$ cat config.mk
export PLATFORM = sky130hd
export DESIGN_NAME = mult_operand_sequencer_flat
export DESIGN_NICKNAME = d
export VERILOG_FILES = /design/src/rtl/mult_operand_sequencer_pkg.sv /design/src/rtl/mult_operand_sequencer_if.sv /design/src/rtl/mult_operand_sequencer_wrap_counter.sv /design/src/rtl/mult_operand_sequencer.sv /design/src/flat_wrapper.sv
export SDC_FILE = /design/constraint.sdc
export NUM_CORES = 1
export LEC_CHECK = 0
export ABC_AREA = 0
export CAP_MARGIN = 10
export CELL_PAD_IN_SITES_DETAIL_PLACEMENT = 0
export CELL_PAD_IN_SITES_GLOBAL_PLACEMENT = 1
export CORE_MARGIN = 2
export CORE_UTILIZATION = 26
export DETAILED_ROUTE_END_ITERATION = 10
export HOLD_SLACK_MARGIN = 0.03
export PLACE_DENSITY_LB_ADDON = 0.12
export SYNTH_ARGS = -nofsm -noshare
export SYNTH_HDL_FRONTEND = slang
export SYNTH_SLANG_ARGS = --single-unit
$ cat constraint.sdc
create_clock -name clk -period 4.8 [get_ports clk]
set_input_delay 0.72 -clock clk [delete_from_list [all_inputs] [get_ports clk]]
set_output_delay 0.72 -clock clk [all_outputs]
set_load 0.05 [all_outputs]
$ cat src/rtl/mult_operand_sequencer_pkg.sv
`default_nettype none
// +--------------------------------------------------------------------------+
// | Package     : mult_seq_pkg                                               |
// | Description : Shared types, constants and helpers for the multiplier     |
// |               operand sequencer.                                         |
// |               sew_e    - element-width encoding                          |
// |               get_byte - extract byte idx (0..3) from a 32-bit word      |
// |               STEPS_16 / STEPS_32 - partial-product steps per element    |
// | Revision    : 1.0 - initial release                                      |
// +--------------------------------------------------------------------------+
package mult_seq_pkg;

   typedef enum logic [1:0] {
      SEW_8    = 2'b00,
      SEW_16   = 2'b01,
      SEW_32   = 2'b10,
      SEW_RSVD = 2'b11
   } sew_e;

   localparam int STEPS_16 = 4;
   localparam int STEPS_32 = 16;

   function automatic logic [7:0] get_byte(input logic [31:0] word, input logic [1:0] idx);
      return word[{idx, 3'b000} +: 8];
   endfunction

endpackage
`default_nettype wire

$ cat src/rtl/mult_operand_sequencer_if.sv
`default_nettype none
// +--------------------------------------------------------------------------+
// | Interface   : mult_operand_sequencer_if                                  |
// | Description : Bundles the sequencer data/control inputs and operand      |
// |               outputs. slave = sequencer side, master = driver side.     |
// |   data_in_A/B  (32) source words          sew (2) element width          |
// |   enable_2bit/4bit  counter advance       count_16bit (2) / _32bit (4)   |
// |   mult1_A/B, mult2_A/B (8) operand pairs  prod1/2 (16) if MULT_PRODUCT_EN|
// | Config      : MULT_PRODUCT_EN adds the prod1/prod2 signals               |
// | Revision    : 1.0 - initial release                                      |
// +--------------------------------------------------------------------------+
interface mult_operand_sequencer_if;

   logic [31:0] data_in_A;
   logic [31:0] data_in_B;
   logic [1:0]  sew;
   logic        enable_2bit;
   logic        enable_4bit;
   logic [1:0]  count_16bit;
   logic [3:0]  count_32bit;
   logic [7:0]  mult1_A;
   logic [7:0]  mult1_B;
   logic [7:0]  mult2_A;
   logic [7:0]  mult2_B;
`ifdef MULT_PRODUCT_EN
   logic [15:0] prod1;
   logic [15:0] prod2;

   modport slave (
      input  data_in_A, data_in_B, sew, enable_2bit, enable_4bit,
      output count_16bit, count_32bit, mult1_A, mult1_B, mult2_A, mult2_B,
      output prod1, prod2
   );

   modport master (
      output data_in_A, data_in_B, sew, enable_2bit, enable_4bit,
      input  count_16bit, count_32bit, mult1_A, mult1_B, mult2_A, mult2_B,
      input  prod1, prod2
   );
`else
   modport slave (
      input  data_in_A, data_in_B, sew, enable_2bit, enable_4bit,
      output count_16bit, count_32bit, mult1_A, mult1_B, mult2_A, mult2_B
   );

   modport master (
      output data_in_A, data_in_B, sew, enable_2bit, enable_4bit,
      input  count_16bit, count_32bit, mult1_A, mult1_B, mult2_A, mult2_B
   );
`endif

endinterface
`default_nettype wire

$ cat src/rtl/mult_operand_sequencer_wrap_counter.sv
`default_nettype none
// +--------------------------------------------------------------------------+
// | Module      : wrap_counter                                               |
// | Description : Free-running step counter with enable; wraps naturally     |
// |               from all-ones back to zero.                                |
// |   clk (1) clock, reset (1) async active-high, enable (1) advance,        |
// |   count (WIDTH) current step                                             |
// | Revision    : 1.0 - initial release                                      |
// +--------------------------------------------------------------------------+
module wrap_counter #(
   parameter int WIDTH = 2
) (
   input  logic             clk,
   input  logic             reset,
   input  logic             enable,
   output logic [WIDTH-1:0] count
);

   always_ff @(posedge clk or posedge reset) begin
      if (reset) begin
         count <= '0;
      end else if (enable) begin
         count <= count + WIDTH'(1);
      end
   end

endmodule
`default_nettype wire

$ cat src/rtl/mult_operand_sequencer.sv
`default_nettype none
// +--------------------------------------------------------------------------+
// | Module      : mult_operand_sequencer                                     |
// | Description : Slices two 32-bit source words into bytes and presents one |
// |               operand pair per cycle to each of two 8x8 multipliers,     |
// |               stepping through SEW=8/16/32 partial products.             |
// |   clk (1) clock, reset (1) async active-high                             |
// |   bus (mult_operand_sequencer_if.slave) data, control, operands          |
// | Config      : MULT_PRODUCT_EN - add two unsigned 8x8 multipliers driving |
// |               bus.prod1 / bus.prod2                                      |
// | Revision    : 1.0 - initial release                                      |
// +--------------------------------------------------------------------------+
module mult_operand_sequencer
   import mult_seq_pkg::*;
(
   input  logic                           clk,
   input  logic                           reset,
   mult_operand_sequencer_if.slave        bus
);

   logic [1:0] c;
   logic [3:0] k;
   sew_e       sew_sel;
   logic [7:0] m1_a, m1_b, m2_a, m2_b;

   wrap_counter #(.WIDTH($clog2(STEPS_16))) u_count_16 (
      .clk    (clk),
      .reset  (reset),
      .enable (bus.enable_2bit),
      .count  (c)
   );

   wrap_counter #(.WIDTH($clog2(STEPS_32))) u_count_32 (
      .clk    (clk),
      .reset  (reset),
      .enable (bus.enable_4bit),
      .count  (k)
   );

   assign sew_sel = sew_e'(bus.sew);

   always_comb begin
      m1_a = 8'h00;
      m1_b = 8'h00;
      m2_a = 8'h00;
      m2_b = 8'h00;
      case (sew_sel)
         SEW_8: begin
            // c[0] picks the lower or upper byte pair; c[1] is a don't-care.
            m1_a = get_byte(bus.data_in_A, {c[0], 1'b0});
            m1_b = get_byte(bus.data_in_B, {c[0], 1'b0});
            m2_a = get_byte(bus.data_in_A, {c[0], 1'b1});
            m2_b = get_byte(bus.data_in_B, {c[0], 1'b1});
         end
         SEW_16: begin
            // c[1] walks the A half, c[0] the B half of each 16-bit element.
            m1_a = get_byte(bus.data_in_A, {1'b0, c[1]});
            m1_b = get_byte(bus.data_in_B, {1'b0, c[0]});
            m2_a = get_byte(bus.data_in_A, {1'b1, c[1]});
            m2_b = get_byte(bus.data_in_B, {1'b1, c[0]});
         end
         SEW_32: begin
            // Single element: multiplier 2 sits idle at zero.
            m1_a = get_byte(bus.data_in_A, k[3:2]);
            m1_b = get_byte(bus.data_in_B, k[1:0]);
         end
         default: ;
      endcase
   end

   assign bus.count_16bit = c;
   assign bus.count_32bit = k;
   assign bus.mult1_A     = m1_a;
   assign bus.mult1_B     = m1_b;
   assign bus.mult2_A     = m2_a;
   assign bus.mult2_B     = m2_b;

`ifdef MULT_PRODUCT_EN
   assign bus.prod1 = {8'h00, m1_a} * {8'h00, m1_b};
   assign bus.prod2 = {8'h00, m2_a} * {8'h00, m2_b};
`endif

endmodule
`default_nettype wire

$ cat src/flat_wrapper.sv
// flat-port wrapper written by rule: the top's interface ports become plain ports
module mult_operand_sequencer_flat import mult_seq_pkg::*;
  (clk, reset, bus_data_in_A, bus_data_in_B, bus_sew, bus_enable_2bit, bus_enable_4bit, bus_count_16bit, bus_count_32bit, bus_mult1_A, bus_mult1_B, bus_mult2_A, bus_mult2_B);
  mult_operand_sequencer_if bus_i ();
  input  logic clk;
  input  logic reset;
  input wire logic [$bits(bus_i.data_in_A)-1:0] bus_data_in_A;
  input wire logic [$bits(bus_i.data_in_B)-1:0] bus_data_in_B;
  input wire logic [$bits(bus_i.sew)-1:0] bus_sew;
  input wire logic [$bits(bus_i.enable_2bit)-1:0] bus_enable_2bit;
  input wire logic [$bits(bus_i.enable_4bit)-1:0] bus_enable_4bit;
  output wire logic [$bits(bus_i.count_16bit)-1:0] bus_count_16bit;
  output wire logic [$bits(bus_i.count_32bit)-1:0] bus_count_32bit;
  output wire logic [$bits(bus_i.mult1_A)-1:0] bus_mult1_A;
  output wire logic [$bits(bus_i.mult1_B)-1:0] bus_mult1_B;
  output wire logic [$bits(bus_i.mult2_A)-1:0] bus_mult2_A;
  output wire logic [$bits(bus_i.mult2_B)-1:0] bus_mult2_B;
  assign bus_i.data_in_A = bus_data_in_A;
  assign bus_i.data_in_B = bus_data_in_B;
  assign bus_i.sew = bus_sew;
  assign bus_i.enable_2bit = bus_enable_2bit;
  assign bus_i.enable_4bit = bus_enable_4bit;
  assign bus_count_16bit = bus_i.count_16bit;
  assign bus_count_32bit = bus_i.count_32bit;
  assign bus_mult1_A = bus_i.mult1_A;
  assign bus_mult1_B = bus_i.mult1_B;
  assign bus_mult2_A = bus_i.mult2_A;
  assign bus_mult2_B = bus_i.mult2_B;
  mult_operand_sequencer u_core (.clk(clk), .reset(reset), .bus(bus_i));
endmodule
==> results of run 1 <==
==> through the flow <==
stage	area, um^2	power (W)	util	hold slack (ns)	cells
2_1_floorplan	1510	0.000786	-	0.511	169
3_3_place_gp	2540	0.00107	0.456	0.497	333
3_5_place_dp	2540	0.00107	0.456	0.506	333
4_1_cts	2580	0.00115	0.464	0.516	336
5_1_grt	2580	0.00120	0.464	0.549	336
6_report	2580	0.00114	0.464	0.508	336
==> critical path: cells and delay by family <==
family | cells | cell delay (ns)
buffers and inverters | 3 | 1.40
adder cells (fa/ha/maj) | 1 | 0.54
AO/OA/AOI/OAI | 2 | 0.44
AND/OR/NAND/NOR | 1 | 0.19
multiplexers | 1 | 0.18
==> worst paths after layout <==
check                                        endpoint  cells past startpoint
hold / removal             u_core.u_count_32.count[3]                      1
max in group asynchronous  u_core.u_count_32.count[2]                      2
setup reg to reg           u_core.u_count_16.count[1]                      2
min in group asynchronous  u_core.u_count_16.count[0]                      2
hold reg to reg            u_core.u_count_32.count[3]                      1
setup / recovery                       bus_mult1_A[4]                      8
==> layout make-up <==
type | count | share of cell area
Multi-Input combinational cell | 137 | 0.469
Sequential cell | 6 | 0.0581
Timing Repair Buffer | 108 | 0.408
Tap cell | 72 | 0.0348
Inverter | 10 | 0.0145
Clock buffer | 3 | 0.0160
==> synthesized netlist by cell type (all sizes together) (4+ instances only) <==
cell and number:
ha 6, nor2b 15, a211o 7, nand2 7, dfrtp 6, buf 12
mux2i 33, mux4 8, a21oi 7, nand2b 5, a221oi 7, clkbuf 4
o22ai 22, inv 10, nor2 4
==> metal layers <==
metal | share of wire | GRT usage | wire, um | up-vias
met5 | 0 | 0 | 0 | -
met4 | 0.011 | 0.0373 | 55 | 0
met3 | 0.044 | 0.0146 | 230 | 6
met2 | 0.51 | 0.277 | 2680 | 44
met1 | 0.43 | 0.211 | 2260 | 784
li1 | - | - | - | 839
==> cell families (layout without fill, tap and decap cells) <==
logic type / Yosys count / after routing / synth area share
buffers and inverters: 26 / 121 / 0.100
muxes: 43 / 43 / 0.352
adders and majority gates: 6 / 6 / 0.0496
DFF: 6 / 6 / 0.0992
xor gates and xnor gates: 5 / 5 / 0.0289
AOI/OAI and AO/OA: 47 / 47 / 0.221
and+or+nand+nor: 36 / 36 / 0.150
==> sequential cells by signal, summed over array words and instances, names as in the netlist <==
signal	cells
u_core.u_count_32.count	4
u_core.u_count_16.count	2
==> placed cells by master (no fill, tap or decap) <==
master           synthesis  routed
a211o_1                  7       7
a211oi_1                 1       1
a21oi_1                  7       7
a221oi_1                 7       7
a22o_1                   1       1
a22o_4                   1       1
buf_4                    2      11
clkbuf_8                 0       3
clkdlybuf4s50_1          0      97
dfrtp_1                  6       6
ha_1                     6       6
inv_1                   10      10
mux2_2                   2       2
mux2i_1                 33      33
mux4_2                   8       8
nand2_1                  5       5
nand2_4                  2       2
nand2b_1                 5       5
nand3_1                  2       2
nand4_1                  1       1
nor2_1                   3       3
nor2_8                   1       1
nor2b_1                 15      15
o21ai_0                  1       1
o22ai_1                 22      22
or2_1                    2       2
xnor2_1                  3       3
xor2_1                   2       2
==> power groups by stage <==
stage                     clock (W)  combinational, W  sequential, W
after global routing      0.0000797          0.000972       0.000151
final                     0.0000751          0.000921       0.000141
after CTS                 0.0000778          0.000930       0.000142
after global placement            0          0.000926       0.000143
after floorplan                   0          0.000589       0.000198
after detailed placement          0          0.000927       0.000142
==> load_flow_metrics.sql, run 1 <==
INSERT INTO impl_metrics (metric_group, metric, value, unit) VALUES
('logic_synthesis', 'yosys_warnings', '0', ''),
('critical_path', 'critPathKind', 'input port to primary output', ''),
('sta', 'slew_violations', '0', ''),
('cts', 'holdBufCountCts', '0', ''),
('sta', 'report.final.setup_viol', '0', ''),
('cts', 'cts_inserted_buffers', '3', ''),
('worst_hold_path', 'min-delay-path-class', 'flip-flop to flip-flop', ''),
('sta', 'final_min_period_over_clock_period', '0.874', ''),
('power', 'power_report.internal_total', '0.000501', 'W'),
('sta', 'clock_skew', '0.000109', 'ns'),
('layout', 'diodes', '0', ''),
('place', 'place_ws', '0.605', 'ns'),
('sta', 'timing.fmax', '238', 'MHz'),
('power', 'seq_power_share', '0.124', ''),
('critical_path', 'crit_path_cell_trace', 'clkdlybuf4s50_1 -> inv_1 -> ha_1 -> a22o_1 -> nand2_4 -> mux2i_1 -> o22ai_1 -> clkdlybuf4s50_1', ''),
('route', 'aggregate_routed_wire_length', '5230', 'um'),
('route', 'vias', '1673', ''),
('power', 'power_leakage', '1.19', 'nW'),
('sta', 'least_setup_slack_across_all_paths_after_layout', '0.603', 'ns'),
('logic_synthesis', 'synth_cells', '169', ''),
('cts', 'cts-root-buf', 'clkbuf_8', ''),
('global_route', 'grt_residual_overflow', '0', ''),
('power', 'power.density_cell_area', '440', 'nW/um^2'),
('layout', 'filler_cell_count', '555', ''),
('sta', 'layout_min_cycle_time', '4.20', 'ns'),
('sta', 'grt_setup_unrepaired', 'false', ''),
('route', 'initialDrtViolationCount', '34', ''),
('place', 'numPortBuffers', '107', ''),
('power', 'pwr-share-comb', '0.810', ''),
('power', 'power_switching_share', '0.559', ''),
('global_route', 'grt_pass1_wl', '8130', 'um'),
('route', 'detail_route.wl_per_cell', '15.6', 'um'),
('logic_synthesis', 'synth_edf_count', '0', ''),
('place', 'dp_hpwl', '4130', 'um'),
('critical_path', 'worst_setup_path_startpoint', 'bus_sew[1]', ''),
('logic_synthesis', 'synth.top_cells.by_area', 'mux2i_1, mux4_2, dfrtp_1', ''),
('layout', 'layout_area_growth_over_synthesis', '70.7', '%'),
('logic_synthesis', 'yosys_top_cell_area_share', '0.218', ''),
('logic_synthesis', 'proportion_of_synthesized_chip_area_in_sequential_cells', '0.0992', ''),
('critical_path', 'r2r_setup_slack', '3.48', 'ns'),
('run_status', 'outcome', 'complete, no violations', ''),
('critical_path', 'timing.critical_path.required', '4.08', 'ns'),
('critical_path', 'critPathMostFrequentCell', 'clkdlybuf4s50_1', ''),
('floorplan', 'coreArea', '5570', 'um^2'),
('cts', 'clock_sink_total', '6', ''),
('logic_synthesis', 'netlist-cell-type-count', '32', ''),
('layout', 'share_of_layout_cells_above_drive_strength_1', '0.106', ''),
('floorplan', 'core.rowCount', '27', ''),
('cts', 'buffers_inserted_during_post_cts_setup_optimization', '0', ''),
('global_route', 'grt_antenna_before_repair', '0', ''),
('critical_path', 'end_kind', 'primary output', ''),
('critical_path', 'timing.rr.start', 'u_core.u_count_16.count[0]', ''),
('worst_hold_path', 'hold_path_startpoint', 'u_core.u_count_32.count[3]', ''),
('logic_synthesis', 'synth.largest_area_cell', 'mux2i_1', ''),
('cts', 'cts-resized-gates', '0', ''),
('critical_path', 'crit_slowest_cell', 'clkdlybuf4s50_1', ''),
('logic_synthesis', 'async_reset_ff_frac', '1.00', ''),
('cts', 'htree_levels', '1', ''),
('critical_path', 'critical_path.startpoint_type', 'input port', ''),
('floorplan', 'io_pins', '108', ''),
('power', 'share_clk_of_total_power', '0.066', ''),
('logic_synthesis', 'syn-cell-area', '1510', 'um^2'),
('sta', 'final.setup.tns', '0', 'ns'),
('floorplan', 'floorplan.die.width', '80.3', 'um'),
('power', 'power.net_switching', '0.000635', 'W'),
('layout', 'multi_input_comb_area', '1210', 'um^2'),
('critical_path', 'cp_max_fo', '16', ''),
('global_route', 'largest_net_degree_at_the_start_of_global_routing', '23', ''),
('logic_synthesis', 'synth_ff_type', 'dfrtp_1', ''),
('route', 'detail_route.first_pass.iterations', '4', ''),
('logic_synthesis', 'postSynthRegisterBits', '6', '');
Note: power is estimated with default switching activity, not from simulation.
==> inputs of run 2 (changes only) <==
Settings changed: CORE_UTILIZATION 26 to 23, SYNTH_HIERARCHICAL set to 1.
==> run 2 against run 1 <==
Fmax shrank 1.7%; cell area shrank 4.7%; critical path type unchanged; first-iteration DRC count grew 110%; worst hold slack gained 0.0049 ns; core utilization shrank 2.2 points; non-clock buffer count grew 1; register-to-register slack gained 0.13 ns; clock power shrank 2%; critical endpoint is now bus_mult1_B[5]; sequential power shrank 4%; critical path depth is the same; die area shrank 0.11%.
==> load_flow_metrics.sql, run 2 <==
INSERT INTO impl_metrics (metric_group, metric, value, unit) VALUES
('run_status', 'outcome', 'complete, no violations', ''),
('floorplan', 'floorplan.die.width', '80.3', 'um'),
('cts', 'tritoncts', 'built', ''),
('logic_synthesis', 'postSynthRegisterBits', '6', ''),
('sta', 'relSlewSlack', '0.553', ''),
('sta', 'clock_skew', '0.00270', 'ns'),
('sta', 'timing.fmax', '234', 'MHz'),
('route', 'route.antenna.remaining_nets', '0', ''),
('critical_path', 'end_kind', 'primary output', ''),
('critical_path', 'cp_max_fo', '8', ''),
('layout', 'final_common_cell', 'clkdlybuf4s50_1', ''),
('route', 'detail_route.first_pass.iterations', '4', ''),
('critical_path', 'path_depth', '8', ''),
('power', 'power.net_switching', '0.000651', 'W'),
('cts', 'holdBufCountCts', '0', ''),
('place', 'postPlaceCellArea', '2420', 'um^2'),
('logic_synthesis', 'synth.largest_area_cell', 'mux2i_1', ''),
('logic_synthesis', 'synthMostInstantiatedCell', 'mux2i_1', ''),
('cts', 'cts-root-buf', 'clkbuf_8', ''),
('sta', 'final_min_period_over_clock_period', '0.889', ''),
('critical_path', 'crit_family', 'buffers and inverters', ''),
('layout', 'largest_registers', 'u_core/u_count_32/count (4), u_core/u_count_16/count (2)', ''),
('sta', 'tightest_slew', '0.671', 'ns'),
('power', 'power.density_cell_area', '458', 'nW/um^2'),
('cts', 'clockBufferDepth', '2', ''),
('cts', 'htree_levels', '1', ''),
('logic_synthesis', 'synth_cells', '175', ''),
('logic_synthesis', 'netlist-cell-type-count', '32', ''),
('critical_path', 'timing.critical_path.required', '4.08', 'ns'),
('route', 'detail_route.wl_per_cell', '15.9', 'um'),
('place', 'numPortBuffers', '107', ''),
('route', 'initialDrtViolationCount', '70', ''),
('floorplan', 'io_pins', '108', ''),
('critical_path', 'crit_slowest_cell', 'clkdlybuf4s50_1', ''),
('sta', 'grt_setup_unrepaired', 'false', ''),
('cts', 'worst_skew_pair_latency', '0.22', 'ns'),
('logic_synthesis', 'async_reset_ff_frac', '1.00', ''),
('logic_synthesis', 'synth_edf_count', '0', ''),
('logic_synthesis', 'synth_fp_nets', '251', ''),
('critical_path', 'critPathMostFrequentCell', 'clkdlybuf4s50_1', ''),
('floorplan', 'core.rowCount', '27', ''),
('global_route', 'grt_pass1_wl', '8280', 'um'),
('critical_path', 'r2r_setup_slack', '3.61', 'ns'),
('critical_path', 'critPathKind', 'input port to primary output', ''),
('global_route', 'grt_antenna_before_repair', '0', ''),
('layout', 'final_cell_mix', 'clkdlybuf4s50_1, mux2i_1, o22ai_1', ''),
('critical_path', 'worst-endpoint-arrival', '3.55', 'ns'),
('power', 'power_leakage', '1.14', 'nW'),
('layout', 'layout.core_utilization', '0.442', ''),
('sta', 'slew_violations', '0', ''),
('layout', 'regMostFlops', 'u_core/u_count_32/count', ''),
('sta', 'final.setup.tns', '0', 'ns'),
('floorplan', 'coreArea', '5570', 'um^2'),
('power', 'vdd.ir_drop.worst', '430', 'uV'),
('critical_path', 'path_buf_inv', '3', ''),
('layout', 'max_ffs_per_register', '4', ''),
('place', 'place.gp.congestion', '0.783', ''),
('cts', 'worst_setup_hold_path_clk_slew', '0.03', 'ns'),
('layout', 'filler_cell_count', '577', ''),
('power', 'seq_power_share', '0.120', ''),
('power', 'power_report.internal_total', '0.000477', 'W'),
('critical_path', 'timing.rr.start', 'u_core/u_count_16/count[0]', ''),
('floorplan', 'dieArea', '6440', 'um^2'),
('critical_path', 'worst_setup_path_startpoint', 'bus_sew[0]', ''),
('logic_synthesis', 'yosys_warnings', '6', ''),
('sta', 'hold_violations', '0', ''),
('route', 'aggregate_routed_wire_length', '5490', 'um'),
('critical_path', 'crit_path_cell_trace', 'clkdlybuf4s50_1 -> inv_1 -> ha_1 -> nand2b_1 -> nand2_1 -> or2_0 -> o22ai_1 -> clkdlybuf4s50_1', ''),
('place', 'dp_hpwl', '4190', 'um'),
('power', 'power_switching_share', '0.577', ''),
('run', 'cap_viol_max_count', '0', ''),
('critical_path', 'critPathMaxStageDelay', '0.84', 'ns'),
('sta', 'layout_min_cycle_time', '4.27', 'ns'),
('floorplan', 'floorplan.initialDensity', '0.240', ''),
('global_route', 'grt.total_usage', '0.161', ''),
('layout', 'nets_final', '352', ''),
('cts', 'buffers_inserted_during_post_cts_setup_optimization', '0', ''),
('logic_synthesis', 'avgSynthCellArea', '7.64', 'um^2'),
('power', 'pwr-share-comb', '0.815', ''),
('route', 'vias', '1733', ''),
('logic_synthesis', 'synth.top_cells.by_area', 'mux2i_1, o22ai_1, dfrtp_1', ''),
('global_route', 'grt_pass1_vias', '1614', ''),
('critical_path', 'critical_path.startpoint_type', 'input port', ''),
('logic_synthesis', 'syn-cell-area', '1340', 'um^2'),
('critical_path', 'critical_path.reg2reg.endpoint', 'u_core/u_count_16/count[1]', ''),
('logic_synthesis', 'synth_ff_type', 'dfrtp_1', ''),
('cts', 'clock_sink_total', '6', ''),
('layout', 'design_area', '2460', 'um^2'),
('global_route', 'grt_residual_overflow', '0', ''),
('floorplan', 'floorplan.die.height', '80.3', 'um'),
('worst_hold_path', 'min-delay-path-class', 'flip-flop to flip-flop', ''),
('layout', 'diodes', '0', ''),
('cts', 'cts_inserted_buffers', '3', ''),
('critical_path', 'cp-endpoint', 'bus_mult1_B[5]', ''),
('logic_synthesis', 'yosys_top_cell_area_share', '0.239', ''),
('global_route', 'largest_net_degree_at_the_start_of_global_routing', '19', ''),
('route', 'routed_via_density', '5.01', ''),
('logic_synthesis', 'proportion_of_synthesized_chip_area_in_sequential_cells', '0.112', ''),
('route', 'remaining_drc_errors', '0', ''),
('cts', 'cts-resized-gates', '0', ''),
('logic_synthesis', 'synth.cells.most_frequent', 'mux2i_1, o22ai_1, nor2_1, a21oi_1', ''),
('critical_path', 'reg2reg_depth', '2', ''),
('layout', 'layout_area_growth_over_synthesis', '84.1', '%'),
('sta', 'report.final.setup_viol', '0', ''),
('power', 'share_clk_of_total_power', '0.065', ''),
('layout', 'share_of_layout_cells_above_drive_strength_1', '0.0365', '');
==> run 2: layer usage <==
metal	wire, um	track usage	vias to the layer above
met1	2560	0.239	806
met4	0	0.0153	0
met2	2500	0.253	67
met3	431	0.0247	0
li1	-	-	860
met5	0	0	-
==> run 2: how the worst min path moves through the flow <==
stage                                    start                    endpoint  slack [ns]  depth (start not counted)
floorplan                                reset  u_core/u_count_16/count[0]        0.46                          1
global placement    u_core/u_count_32/count[3]  u_core/u_count_32/count[3]        0.51                          1
detailed placement  u_core/u_count_32/count[3]  u_core/u_count_32/count[3]        0.51                          1
CTS                 u_core/u_count_32/count[3]  u_core/u_count_32/count[3]        0.52                          1
global route        u_core/u_count_32/count[3]  u_core/u_count_32/count[3]        0.54                          1
finish              u_core/u_count_32/count[3]  u_core/u_count_32/count[3]        0.51                          1
==> run 2: cell families (layout without fill, tap and decap cells) <==
group | Yosys count | after routing | share of synthesized area
buffers and inverters | 21 | 120 | 0.0917
muxes | 33 | 33 | 0.248
DFF | 6 | 6 | 0.112
AOI/OAI and AO/OA | 53 | 53 | 0.262
xor gates and xnor gates | 5 | 5 | 0.0327
and+or+nand+nor | 51 | 51 | 0.197
adders and majority gates | 6 | 6 | 0.0561
==> run 2: layout make-up <==
| class | count | area (um^2) | area share |
|---|---|---|---|
| Inverter | 8 | 30.0 | 0.0122 |
| Timing Repair Buffer | 109 | 1090 | 0.441 |
| Multi-Input combinational cell | 148 | 1060 | 0.432 |
| Sequential cell | 6 | 150 | 0.0610 |
| Clock buffer | 3 | 41.3 | 0.0168 |
| Tap cell | 72 | 90.1 | 0.0366 |
==> run 2: power groups by stage <==
stage          clock network, W  registers [W]  logic (W)
3_5_place_dp                  0       0.000135   0.000919
5_1_grt               0.0000796       0.000143   0.000969
4_1_cts               0.0000766       0.000135   0.000922
6_report              0.0000735       0.000136   0.000918
3_3_place_gp                  0       0.000135   0.000919
2_1_floorplan                 0       0.000201   0.000549
==> run 2: stage by stage <==
step | hold slack, ns | power (W) | worst slack [ns] | cells
3_3_place_gp | 0.507 | 0.00105 | 0.540 | 343
4_1_cts | 0.519 | 0.00113 | 0.524 | 346
6_report | 0.513 | 0.00113 | 0.531 | 346
5_1_grt | 0.542 | 0.00119 | 0.364 | 346
2_1_floorplan | 0.461 | 0.000750 | 1.40 | 175
3_5_place_dp | 0.514 | 0.00105 | 0.539 | 343
==> inputs of run 3 (changes only) <==
Settings changed: CAP_MARGIN 10 to not set, CORE_UTILIZATION 23 to 22.
Clock period 4.8 ns to 4.7 ns, I/O delays scaled along.
==> run 3 against run 2 <==
First-iteration DRC count is 33% lower; non-clock buffer count shrank 1; power grew 1.4%; global-route usage fell by 0.68 points; clock skew shrank 0.00058 ns; via count fell by 0.98%; core utilization down 2.4 points; cell area fell by 0.25%; wire length fell by 2.4%; worst hold slack about the same; highest routed layer is now met4.
==> load_flow_metrics.sql, run 3 (synthesis gave the netlist of run 2 again) <==
INSERT INTO impl_metrics (metric_group, metric, value, unit) VALUES
('worst_hold_path', 'min_to', 'u_core/u_count_32/count[3]', ''),
('sta', 'layout_min_cycle_time', '4.22', 'ns'),
('layout', 'largest_registers', 'u_core/u_count_32/count (4), u_core/u_count_16/count (2)', ''),
('power', 'seq_power_share', '0.118', ''),
('global_route', 'grt_use_met3', '0.0363', ''),
('sta', 'tightest_slew', '0.640', 'ns'),
('global_route', 'largest_net_degree_at_the_start_of_global_routing', '19', ''),
('power', 'power.net_switching', '0.000658', 'W'),
('route', 'routed_via_density', '4.93', ''),
('power', 'power_switching_share', '0.576', ''),
('place', 'numPortBuffers', '107', ''),
('floorplan', 'dieArea', '6720', 'um^2'),
('layout', 'share_of_layout_cells_above_drive_strength_1', '0.0366', ''),
('run_status', 'outcome', 'complete, no violations', ''),
('critical_path', 'cp_max_fo', '8', ''),
('power', 'pwr-share-comb', '0.816', ''),
('place', 'place.gp.congestion', '0.766', ''),
('cts', 'cts-resized-gates', '0', ''),
('place', 'placed_cells', '345', ''),
('sta', 'relSlewSlack', '0.572', ''),
('floorplan', 'floorplan.die.width', '82.0', 'um'),
('critical_path', 'critPathKind', 'input port to primary output', ''),
('power', 'power.density_cell_area', '465', 'nW/um^2'),
('layout', 'diodes', '0', ''),
('route', 'remaining_drc_errors', '0', ''),
('layout', 'final_common_cell', 'clkdlybuf4s50_1', ''),
('sta', 'hold_violations', '0', ''),
('floorplan', 'coreArea', '5890', 'um^2'),
('layout', 'finish.cell_count_without_fillers', '348', ''),
('global_route', 'grt_pass1_wl', '8050', 'um'),
('critical_path', 'timing.critical_path.required', '3.99', 'ns'),
('layout', 'max_ffs_per_register', '4', ''),
('cts', 'htree_levels', '1', ''),
('global_route', 'layer_with_the_highest_usage', 'met2', ''),
('sta', 'grt_setup_unrepaired', 'false', ''),
('critical_path', 'end_kind', 'primary output', ''),
('layout', 'layout_area_growth_over_synthesis', '83.6', '%'),
('sta', 'report.final.setup_viol', '0', ''),
('cts', 'holdBufCountCts', '0', ''),
('worst_hold_path', 'min-delay-path-class', 'flip-flop to flip-flop', ''),
('sta', 'slew_violations', '0', ''),
('floorplan', 'floorplan.die.height', '82.0', 'um'),
('global_route', 'grt_antenna_before_repair', '0', ''),
('sta', 'final_min_period_over_clock_period', '0.898', ''),
('cts', 'clockBufferDepth', '2', ''),
('sta', 'clock_skew', '0.00212', 'ns'),
('worst_hold_path', 'hold_path_depth', '1', ''),
('place', 'dp_hpwl', '4090', 'um'),
('route', 'detail_route.first_pass.iterations', '4', ''),
('critical_path', 'timing.rr.start', 'u_core/u_count_16/count[0]', ''),
('cts', 'cts-root-buf', 'clkbuf_8', ''),
('run', 'cap_viol_max_count', '0', ''),
('floorplan', 'io_pins', '108', ''),
('power', 'power_report.internal_total', '0.000484', 'W'),
('critical_path', 'r2r_setup_slack', '3.57', 'ns'),
('cts', 'clock_sink_total', '6', ''),
('global_route', 'met2_usage', '0.292', ''),
('route', 'initialDrtViolationCount', '47', ''),
('critical_path', 'critical_path.startpoint_type', 'input port', ''),
('floorplan', 'floorplan.initialDensity', '0.227', ''),
('global_route', 'grt_util_met1', '0.179', ''),
('layout', 'final_cell_mix', 'clkdlybuf4s50_1, mux2i_1, o22ai_1', ''),
('worst_hold_path', 'hold_path_startpoint', 'u_core/u_count_32/count[3]', ''),
('floorplan', 'core.rowCount', '28', ''),
('sta', 'timing.fmax', '237', 'MHz'),
('global_route', 'grt_pass1_vias', '1627', ''),
('layout', 'nets_final', '351', ''),
('power', 'share_clk_of_total_power', '0.066', ''),
('sta', 'final.setup.tns', '0', 'ns'),
('route', 'route.antenna.remaining_nets', '0', ''),
('power', 'power_leakage', '1.13', 'nW'),
('cts', 'worst_setup_hold_path_clk_slew', '0.03', 'ns'),
('route', 'aggregate_routed_wire_length', '5350', 'um'),
('power', 'vdd.ir_drop.worst', '208', 'uV'),
('cts', 'cts_inserted_buffers', '3', ''),
('critical_path', 'critical_path.reg2reg.endpoint', 'u_core/u_count_16/count[1]', ''),
('global_route', 'grt.total_usage', '0.154', ''),
('layout', 'regMostFlops', 'u_core/u_count_32/count', ''),
('cts', 'tritoncts', 'built', ''),
('route', 'vias', '1716', ''),
('critical_path', 'reg2reg_depth', '2', ''),
('global_route', 'grt_residual_overflow', '0', ''),
('route', 'detail_route.wl_per_cell', '15.4', 'um'),
('cts', 'buffers_inserted_during_post_cts_setup_optimization', '0', ''),
('cts', 'worst_skew_pair_latency', '0.22', 'ns'),
('critical_path', 'worst-endpoint-arrival', '3.52', 'ns');
run 3: worst max-delay path, cell delays in order:
cell and delay [ns]:
clkdlybuf4s50_1 0.55, inv_1 0.09, ha_1 0.43, nand2b_1 0.17, nand2_1 0.07, or2_0 0.41, o22ai_1 0.26, clkdlybuf4s50_1 0.83
run 3: power groups by stage:
stage               combinational, W  clock [W]  sequential [W]
detailed placement          0.000936          0        0.000138
floorplan                   0.000561          0        0.000205
global route                0.000981  0.0000832        0.000145
global placement            0.000937          0        0.000139
finish                      0.000932  0.0000755        0.000135
CTS                         0.000938  0.0000779        0.000137
run 3: per-stage QoR:
stage | util | area, um^2 | power (W) | hold slack, ns | setup slack (ns)
4_1_cts | 0.417 | 2460 | 0.00115 | 0.521 | 0.454
2_1_floorplan | - | 1340 | 0.000766 | 0.446 | 1.33
6_report | 0.417 | 2460 | 0.00114 | 0.513 | 0.478
3_5_place_dp | 0.410 | 2410 | 0.00107 | 0.516 | 0.461
3_3_place_gp | 0.410 | 2410 | 0.00108 | 0.525 | 0.521
5_1_grt | 0.417 | 2460 | 0.00121 | 0.554 | 0.328
run 3: worst max path at each step:
stage | start | end | slack, ns | cells past startpoint
after floorplan | bus_sew[1] | bus_mult2_B[7] | 1.33 | 8
after global placement | bus_sew[0] | bus_mult1_A[7] | 0.52 | 8
after detailed placement | bus_sew[1] | bus_mult2_B[5] | 0.46 | 8
after CTS | bus_sew[0] | bus_mult1_B[0] | 0.45 | 8
after global routing | bus_sew[1] | bus_mult2_B[5] | 0.33 | 8
final | bus_sew[0] | bus_mult1_B[3] | 0.48 | 8
run 3: layout make-up:
class | count | area (um^2)
sequential | 6 | 150
timing repair buffer | 108 | 1080
tap | 75 | 93.8
clock buffer | 3 | 41.3
inverter | 8 | 30.0
fill | 599 | 3430
multi-input combinational | 148 | 1060
run 3: routing by layer:
layer / share of wire / vias up
met5: 0 / -
met4: 0.0039 / 0
met3: 0.091 / 2
met2: 0.48 / 77
met1: 0.42 / 785
li1: - / 852
